`config.mk`:
```
export PLATFORM = sky130hd
export DESIGN_NAME = mux2_rr_arbiter
export DESIGN_NICKNAME = d
export VERILOG_FILES = /design/src/rtl/mux2_arb_pkg.sv /design/src/rtl/arb_mux2w.sv /design/src/rtl/mux2_rr_arbiter.sv
export SDC_FILE = /design/constraint.sdc
export NUM_CORES = 1
export LEC_CHECK = 0
export BUFFER_PORTS_ARGS = -buffer_cell sky130_fd_sc_hd__buf_2
export CAP_MARGIN = 20
export CORE_MARGIN = 1
export CORE_UTILIZATION = 30
export DETAILED_ROUTE_END_ITERATION = 16
export GPL_ROUTABILITY_DRIVEN = 1
export PLACE_DENSITY = 0.63
export SETUP_SLACK_MARGIN = 0.02
export SKIP_CTS_REPAIR_TIMING = 1
export SYNTH_ARGS = -nofsm -noshare
export SYNTH_HDL_FRONTEND = slang
export SYNTH_SLANG_ARGS = --single-unit
```
`constraint.sdc`:
```
create_clock -name clk -period 1.7 [get_ports clk]
set_input_delay 0 -clock clk [delete_from_list [all_inputs] [get_ports clk]]
set_output_delay 0 -clock clk [all_outputs]
set_load 0.02 [all_outputs]
```
`src/rtl/mux2_arb_pkg.sv`:
```
// Shared types for the two-input round-robin packet arbiter.
package mux2_arb_pkg;

  typedef enum logic [1:0] {
    IDLE  = 2'd0,
    LOCK0 = 2'd1,
    LOCK1 = 2'd2
  } arb_state_e;

  localparam int unsigned STATS_W = 16;

endpackage

```
`src/rtl/arb_mux2w.sv`:
```
// Combinational 2:1 select of the packed {data, last} beat feeding the output register.
module arb_mux2w #(
  parameter int W = 9
) (
  input  logic         sel,
  input  logic [W-1:0] in0,
  input  logic [W-1:0] in1,
  output logic [W-1:0] out
);

  assign out = sel ? in1 : in0;

endmodule

```
`src/rtl/mux2_rr_arbiter.sv`:
```
// Two-input packet arbiter with round-robin tie-break, burst cap and a registered output stage.
// Optional per-input grant counters are enabled with the ARB_STATS_EN macro.
module mux2_rr_arbiter
  import mux2_arb_pkg::*;
#(
  parameter int WIDTH     = 8,
  parameter int MAX_BURST = 4
) (
  input  logic               clk,
  input  logic               rst_n,
  input  logic               in0_valid,
  input  logic [WIDTH-1:0]   in0_data,
  input  logic               in0_last,
  output logic               in0_ready,
  input  logic               in1_valid,
  input  logic [WIDTH-1:0]   in1_data,
  input  logic               in1_last,
  output logic               in1_ready,
  output logic               out_valid,
  output logic [WIDTH-1:0]   out_data,
  output logic               out_last,
  input  logic               out_ready,
  output logic               sel
`ifdef ARB_STATS_EN
  ,
  output logic [STATS_W-1:0] pkt_cnt0,
  output logic [STATS_W-1:0] pkt_cnt1
`endif
);

  localparam int unsigned CNT_W = $clog2(MAX_BURST + 1);
  localparam logic [CNT_W-1:0] BURST_LAST = CNT_W'(MAX_BURST - 1);

  arb_state_e       state_q, state_d;
  logic             prio_q, prio_d;
  logic             sel_q, sel_d;
  logic [CNT_W-1:0] beat_cnt_q, beat_cnt_d;
  logic             out_valid_q, out_valid_d;
  logic [WIDTH-1:0] out_data_q, out_data_d;
  logic             out_last_q, out_last_d;

  logic             can_accept;
  logic             accept;
  logic             release_lock;
  logic             grant;
  logic             grant_idx;
  logic [WIDTH:0]   beat_sel;

  // sel_q equals the locked index in both LOCK states, so it steers the beat mux directly.
  arb_mux2w #(.W(WIDTH + 1)) u_beat_mux (
    .sel (sel_q),
    .in0 ({in0_data, in0_last}),
    .in1 ({in1_data, in1_last}),
    .out (beat_sel)
  );

  assign can_accept   = !out_valid_q || out_ready;
  assign accept       = can_accept && (((state_q == LOCK0) && in0_valid) ||
                                       ((state_q == LOCK1) && in1_valid));
  assign release_lock = accept && (beat_sel[0] || (beat_cnt_q == BURST_LAST));

  // State register
  always_ff @(posedge clk or negedge rst_n) begin
    if (!rst_n) begin
      state_q <= IDLE;
    end else begin
      // NOTE: non-blocking so every flop samples pre-edge values regardless of block order.
      state_q <= state_d;
    end
  end

  // Next-state logic; a tie is won by the input not released last.
  always_comb begin
    state_d = state_q;
    unique case (state_q)
      IDLE: begin
        if (in0_valid && in1_valid) state_d = prio_q ? LOCK0 : LOCK1;
        else if (in0_valid)         state_d = LOCK0;
        else if (in1_valid)         state_d = LOCK1;
      end
      LOCK0, LOCK1: begin
        if (release_lock) state_d = IDLE;
      end
      default: state_d = IDLE;
    endcase
  end

  // Output logic
  always_comb begin
    in0_ready = (state_q == LOCK0) && can_accept;
    in1_ready = (state_q == LOCK1) && can_accept;
  end

  assign grant     = (state_q == IDLE) && (state_d != IDLE);
  assign grant_idx = (state_d == LOCK1);

  always_comb begin
    // NOTE: every comb output takes a default first so no path infers a latch.
    prio_d      = prio_q;
    sel_d       = sel_q;
    beat_cnt_d  = beat_cnt_q;
    out_valid_d = out_valid_q;
    out_data_d  = out_data_q;
    out_last_d  = out_last_q;

    if (grant) sel_d = grant_idx;

    if (release_lock) begin
      prio_d     = sel_q;
      beat_cnt_d = '0;
    end else if (accept) begin
      beat_cnt_d = beat_cnt_q + CNT_W'(1);
    end

    // The payload only moves on accept, so it holds while stalled.
    if (accept) begin
      out_valid_d = 1'b1;
      out_data_d  = beat_sel[WIDTH:1];
      out_last_d  = beat_sel[0];
    end else if (out_ready) begin
      out_valid_d = 1'b0;
    end
  end

  always_ff @(posedge clk or negedge rst_n) begin
    if (!rst_n) begin
      prio_q      <= 1'b1;
      sel_q       <= 1'b0;
      beat_cnt_q  <= '0;
      out_valid_q <= 1'b0;
      // NOTE: the payload register is reset too, so out_data reads zero before the first beat.
      out_data_q  <= '0;
      out_last_q  <= 1'b0;
    end else begin
      prio_q      <= prio_d;
      sel_q       <= sel_d;
      beat_cnt_q  <= beat_cnt_d;
      out_valid_q <= out_valid_d;
      out_data_q  <= out_data_d;
      out_last_q  <= out_last_d;
    end
  end

  assign sel       = sel_q;
  assign out_valid = out_valid_q;
  assign out_data  = out_data_q;
  assign out_last  = out_last_q;

`ifdef ARB_STATS_EN
  logic [STATS_W-1:0] pkt_cnt0_q, pkt_cnt0_d;
  logic [STATS_W-1:0] pkt_cnt1_q, pkt_cnt1_d;

  // Grant counters saturate instead of wrapping.
  always_comb begin
    pkt_cnt0_d = pkt_cnt0_q;
    pkt_cnt1_d = pkt_cnt1_q;
    if (grant && !grant_idx && (pkt_cnt0_q != '1)) pkt_cnt0_d = pkt_cnt0_q + STATS_W'(1);
    if (grant &&  grant_idx && (pkt_cnt1_q != '1)) pkt_cnt1_d = pkt_cnt1_q + STATS_W'(1);
  end

  always_ff @(posedge clk or negedge rst_n) begin
    if (!rst_n) begin
      pkt_cnt0_q <= '0;
      pkt_cnt1_q <= '0;
    end else begin
      pkt_cnt0_q <= pkt_cnt0_d;
      pkt_cnt1_q <= pkt_cnt1_d;
    end
  end

  assign pkt_cnt0 = pkt_cnt0_q;
  assign pkt_cnt1 = pkt_cnt1_q;
`endif

endmodule

```
==> flow_summary.yaml, run 1 <==
cells_and_area:
  multi_input_area_um2: 470.5
  fin_area_mm2: 0.001204
  layout-drive-gt1-share_pct: 36.43
  fin_cells: 160
  n_antenna_cell: 0
  seqCellArea_um2: 429.2
  nNetsFinal: 159
  synthToLayoutAreaGrowth_pct: 30.00
  fillCellCount: 290
run_status:
  status: "complete, but fails checks"
  violations: "design-rule violations, negative hold slack"
placed_design:
  placed_cell_area_mm2: 0.001154
  dpl_worst_slack_ps: 62.55
  routabilityCongestion: 0.8179
  place_inst: 154
  portBuffers: 35
  hpwl_mm: 1.540
setup_path:
  arrival_ps: 1790
  r2r_start: "state_q[0]"
  slowest_delay_ps: 450
  rr_worst_depth: 6
  critPathSlowestCell: "dfrtp_2"
  endpoint: "sel"
  path_cells: "inv_1, ha_1, a22o_1, o211ai_4, and2_1, o32ai_2"
  endpoint_kind: "flip-flop"
  crit_fanout: 6
  reg2reg_slack_ps: 100
  worstSetupPathType: "flip-flop to flip-flop"
  cp.required_ps: 1900
  start_kind: "flip-flop"
  cp-startpoint: "state_q[0]"
  r2r-end: "sel"
sta:
  relSlewSlack_pct: 74.33
  skew_ps: 5.422
  fin_ws_ps: 104.8
  clock.fmax_mhz: 626.9
  rsz0062_at_grt: "yes"
  tns_ps: 0
  finalCritPeriodShare_pct: 93.84
  layout_min_cycle_time_ps: 1595
  whs_ps: -11.40
  hold_viol_final: 4
  setup_viol_count_final: 0
  drv_slew: 0
  worst_pin_slew_ps: 385.1
clocking:
  cts_sinks: 17
  cts_tree: "yes"
  htreeDepth: 1
  clock_latency_ps: 300
  cts_buffer_depth: 2
  clkSlewWorstSetupHoldPaths_ps: 100
  cts-root-buf: "clkbuf_4"
  cts_made_buffers: 3
synth:
  ys_seq_area_share_pct: 46.08
  yosysMostFrequentCell: "dfrtp_1"
  yosysWarnings: 0
  synth.net_count: 118
  syn_inst: 89
  yosys.area.top_type_share_pct: 43.24
  synth_edf_count: 0
  synthArstFlopShare_pct: 100.0
  syn_area_um2: 925.9
  synth_cell_types: 26
  post_synth_most_frequent_cells: "dfrtp_1 (16), nor2_1 (12), mux2i_1 (9), a21oi_1 (8)"
  synth_area_leaders: "dfrtp_1 (43%), mux2i_1 (9.7%), ha_1 (8.1%)"
  synth_top_cell_by_area: "dfrtp_1"
  synthFlopType: "dfrtp_1"
  syn_avg_cell_area_um2: 10.40
  synth_seq_cells: 17
pwr:
  leakage_nw: 0.6008
  ir_worst_vdd_uv: 686.1
  finalPower_mw: 2.115
  p_per_area_mw_per_mm2: 1757
  switching_share_pct: 43.75
  power.switching_uw: 925.2
  pwr-share-comb_pct: 55.0
  pwr-share-seq_pct: 34.4
  p_int_mw: 1.189
  pwr-share-clk_pct: 10.6
global_route:
  grt_pass1_vias: 750
  antenna_found_initial: 0
  grt_busiest_layer: "met2"
  gr-total-overflow: 0
  grt_max_degree: 22
  grt_pass1_wl_mm: 3.332
  use_met2_pct: 22.76
  met3_usage_pct: 4.989
  grtUsageMet1_pct: 15.69
  track_usage_pct: 13.66
routing:
  initialDrtViolationCount: 43
  routed-via-count: 793
  post_drt_wl_per_cell_um: 12.69
  ant_nets: 0
  first_pass_iters: 10
  viasPerCell: 4.956
  routed_wl_mm: 2.030
  drc: 2
floorplanning:
  start_util_pct: 32.73
  dieArea_mm2: 0.003313
  io_pins: 36
  rows: 19
  die_y_um: 57.56
  die_w_um: 57.56
  coreArea_mm2: 0.002829
run:
  max-cap-violations: 0
worst_hold_path:
  hold_path.class: "input port to flip-flop"
==> sequential cells by signal, indices dropped and copies added (netlist names) <==
signal and cells:
prio_q 1, beat_cnt_q 3, state_q 2, out_data 8, out_last 1, out_valid 1
sel 1
==> final cells by class <==
cell class              count  share of cell area [%]
flip-flops and latches     17                   35.66
inverters                   4                   1.247
well taps                  31                   3.222
multi-input cells          65                   39.09
clock inverters             1                  0.4158
repair buffers             39                   18.50
clock buffers               3                   1.871
==> metrics by stage <==
stage          utilization, %  hold WS [ps]
2_1_floorplan               -        -295.6
3_3_place_gp            40.78        -57.46
3_5_place_dp            40.78        -51.44
4_1_cts                 41.75        -388.9
5_1_grt                 42.55         2.510
6_report                42.55        -11.40
==> cell usage in the layout, fill, tap and decap left out, types with 2 or more instances in the layout <==
cell type	netlist	routed
nor2_1	12	12
nor2b_1	2	2
buf_2	2	35
mux2_1	2	2
dfrtp_2	0	2
ha_1	6	6
inv_1	4	4
dfrtp_1	16	14
o21ai_0	2	2
nand2_1	6	6
a21oi_1	8	8
dlygate4sd3_1	0	2
nand2b_1	3	3
mux2i_1	9	9
clkbuf_4	0	3
and2_1	4	4
==> power groups by stage <==
stage / combinational [mW] / clock [mW] / sequential (mW)
2_1_floorplan: 0.654 / 0 / 0.878
6_report: 1.16 / 0.223 / 0.727
4_1_cts: 1.18 / 0.237 / 0.726
5_1_grt: 1.29 / 0.248 / 0.754
3_3_place_gp: 1.13 / 0 / 0.723
3_5_place_dp: 1.17 / 0 / 0.736
==> kinds of logic (layout without fill, tap and decap cells) <==
logic type                 after synthesis  count (layout)  synth area share [%]
buffers and inverters                    7              47                 3.107
muxes                                   12              12                 13.78
AOI/OAI and AO/OA                       18              18                 14.06
adders and majority gates                6               6                 8.108
and+or+nand+nor                         29              29                 14.86
DFF                                     17              17                 46.08
==> worst min-delay path by stage <==
stage	startpoint	end	slack, ps	depth (start not counted)
floorplan	rst_n	beat_cnt_q[0]	-300	0
global placement	rst_n	state_q[0]	-60	1
detailed placement	rst_n	state_q[0]	-50	1
CTS	rst_n	out_data[1]	-390	1
global route	in0_data[0]	out_data[0]	3	3
finish	in0_data[0]	out_data[0]	-10	3
==> critical path: cells and delay by family, from the launching register on <==
family / cells / cell delay (ps)
AO/OA/AOI/OAI: 3 / 620
flip-flops: 1 / 450
adder cells (fa/ha/maj): 1 / 170
AND/OR/NAND/NOR: 1 / 170
buffers and inverters: 1 / 90
==> layer usage <==
metal,share of wire [%],up-vias
met5,0,-
met4,1.2,0
met3,6.4,4
met2,50,34
met1,42,362
li1,-,393
Note: power is estimated with default switching activity, not from simulation.
==> run 2: changes to the inputs <==
MAX_ROUTING_LAYER = met4   (was unset)
==> run 2 against run 1 <==
The flow still finishes with violations (design-rule violations, negative hold slack). Die area is the same. Sequential share of layout area did not move. Cell count did not move. Global-route usage is 0.42 points higher. Non-clock buffer count stayed put. Combinational power is essentially flat. Sequential power about the same. Largest cell class unchanged.
==> flow_summary.yaml, run 2 (synthesized netlist as in run 1, its figures left out) <==
routing:
  first_pass_iters: 10
  routed-via-count: 779
  ant_nets: 0
  post_drt_wl_per_cell_um: 12.73
  drc: 2
  viasPerCell: 4.869
  initialDrtViolationCount: 43
  routed_wl_mm: 2.036
cells_and_area:
  mostFrequentLayoutCells: "buf_2 (35), dfrtp_1 (14), nor2_1 (12), mux2i_1 (9), a21oi_1 (8)"
  multi_input_area_um2: 470.5
  fillCellCount: 290
  layout-drive-gt1-share_pct: 36.43
  final_util_pct: 42.55
  synthToLayoutAreaGrowth_pct: 30.00
  nNetsFinal: 159
  final_common_cell: "buf_2"
  n_antenna_cell: 0
  seqCellArea_um2: 429.2
  largest_reg_flops: 8
  fin_cells: 160
setup_path:
  worstSetupPathType: "flip-flop to flip-flop"
  crit_fanout: 21
  r2r_start: "state_q[0]"
  cp.required_ps: 1920
  endpoint_kind: "flip-flop"
  rr_worst_depth: 7
  r2r-end: "beat_cnt_q[2]"
  arrival_ps: 1810
  start_kind: "flip-flop"
  reg2reg_slack_ps: 110
floorplanning:
  die_y_um: 57.56
  coreArea_mm2: 0.002829
  rows: 19
  dieArea_mm2: 0.003313
  die_w_um: 57.56
  start_util_pct: 32.73
  io_pins: 36
clocking:
  clock_latency_ps: 300
  cts-root-buf: "clkbuf_4"
  htreeDepth: 1
  cts_tree: "yes"
  clkSlewWorstSetupHoldPaths_ps: 100
  cts_sinks: 17
  cts_buffer_depth: 2
  cts_made_buffers: 3
sta:
  worst_pin_slew_ps: 387.7
  hold_viol_final: 4
  relSlewSlack_pct: 74.15
  setup_viol_count_final: 0
  whs_ps: -11.30
  skew_ps: 5.338
  layout_min_cycle_time_ps: 1587
  rsz0062_at_grt: "yes"
  tns_ps: 0
  clock.fmax_mhz: 630.1
  drv_slew: 0
  finalCritPeriodShare_pct: 93.35
run:
  max-cap-violations: 0
pwr:
  power.switching_uw: 925.3
  p_per_area_mw_per_mm2: 1757
  switching_share_pct: 43.76
  p_int_mw: 1.189
  leakage_nw: 0.6008
  pwr-share-seq_pct: 34.4
  ir_worst_vdd_uv: 685.7
  pwr-share-clk_pct: 10.5
  pwr-share-comb_pct: 55.1
placed_design:
  hpwl_mm: 1.540
  place_inst: 154
  routabilityCongestion: 0.8301
  portBuffers: 35
global_route:
  grt_pass1_wl_mm: 3.332
  antenna_found_initial: 0
  grt_pass1_vias: 750
  track_usage_pct: 14.08
  grt_max_degree: 22
  gr-total-overflow: 0
worst_hold_path:
  min_path_cells: 3
  min_to: "out_data[0]"
  hold_path.class: "input port to flip-flop"
  min_from: "in0_data[0]"
run_status:
  violations: "design-rule violations, negative hold slack"
  status: "complete, but fails checks"
run 2: stage by stage:
stage          hold WS [ps]  power, mW  cell area, um2  setup WS, ps
6_report             -11.30      2.114            1204         113.1
5_1_grt               2.510      2.293            1204        -14.56
4_1_cts              -388.9      2.141            1181         36.40
3_5_place_dp         -51.44      1.908            1154         62.55
3_3_place_gp         -57.46      1.856            1154         130.9
2_1_floorplan        -295.6      1.532           925.9         198.3
run 2: cell type report:
cell class	instances	share of cell area [%]
Sequential cell	17	35.66
Tap cell	31	3.222
Clock inverter	1	0.4158
Timing Repair Buffer	39	18.50
Inverter	4	1.247
Multi-Input combinational cell	65	39.09
Clock buffer	3	1.871
run 2: how the worst max path moves through the flow:
| stage | startpoint | endpoint | slack, ps |
|---|---|---|---|
| 2_1_floorplan | state_q[1] | out_last | 200 |
| 3_3_place_gp | beat_cnt_q[0] | sel | 130 |
| 3_5_place_dp | state_q[1] | sel | 60 |
| 4_1_cts | state_q[1] | sel | 40 |
| 5_1_grt | state_q[0] | beat_cnt_q[2] | -10 |
| 6_report | state_q[0] | beat_cnt_q[2] | 110 |
run 2: power groups by stage:
stage	clock, mW	sequential [mW]	combinational, mW
after CTS	0.237	0.726	1.18
after floorplan	0	0.878	0.654
final	0.223	0.727	1.16
after global placement	0	0.723	1.13
after global routing	0.248	0.754	1.29
after detailed placement	0	0.736	1.17
run 2: critical path: stages (launching register included):
cell and delay [ps]:
dfrtp_2 450, inv_1 90, ha_1 170, a22o_1 200
and2_1 230, buf_12 170, nand2_1 70, o22ai_1 130
run 2: per-layer routing:
layer / GRT usage (%) / vias up / share of wire [%]
met5: - / - / 0
met4: 5.923 / 0 / 1.2
met3: 4.989 / 4 / 6.1
met2: 22.76 / 32 / 50
met1: 15.69 / 351 / 43
li1: - / 392 / -
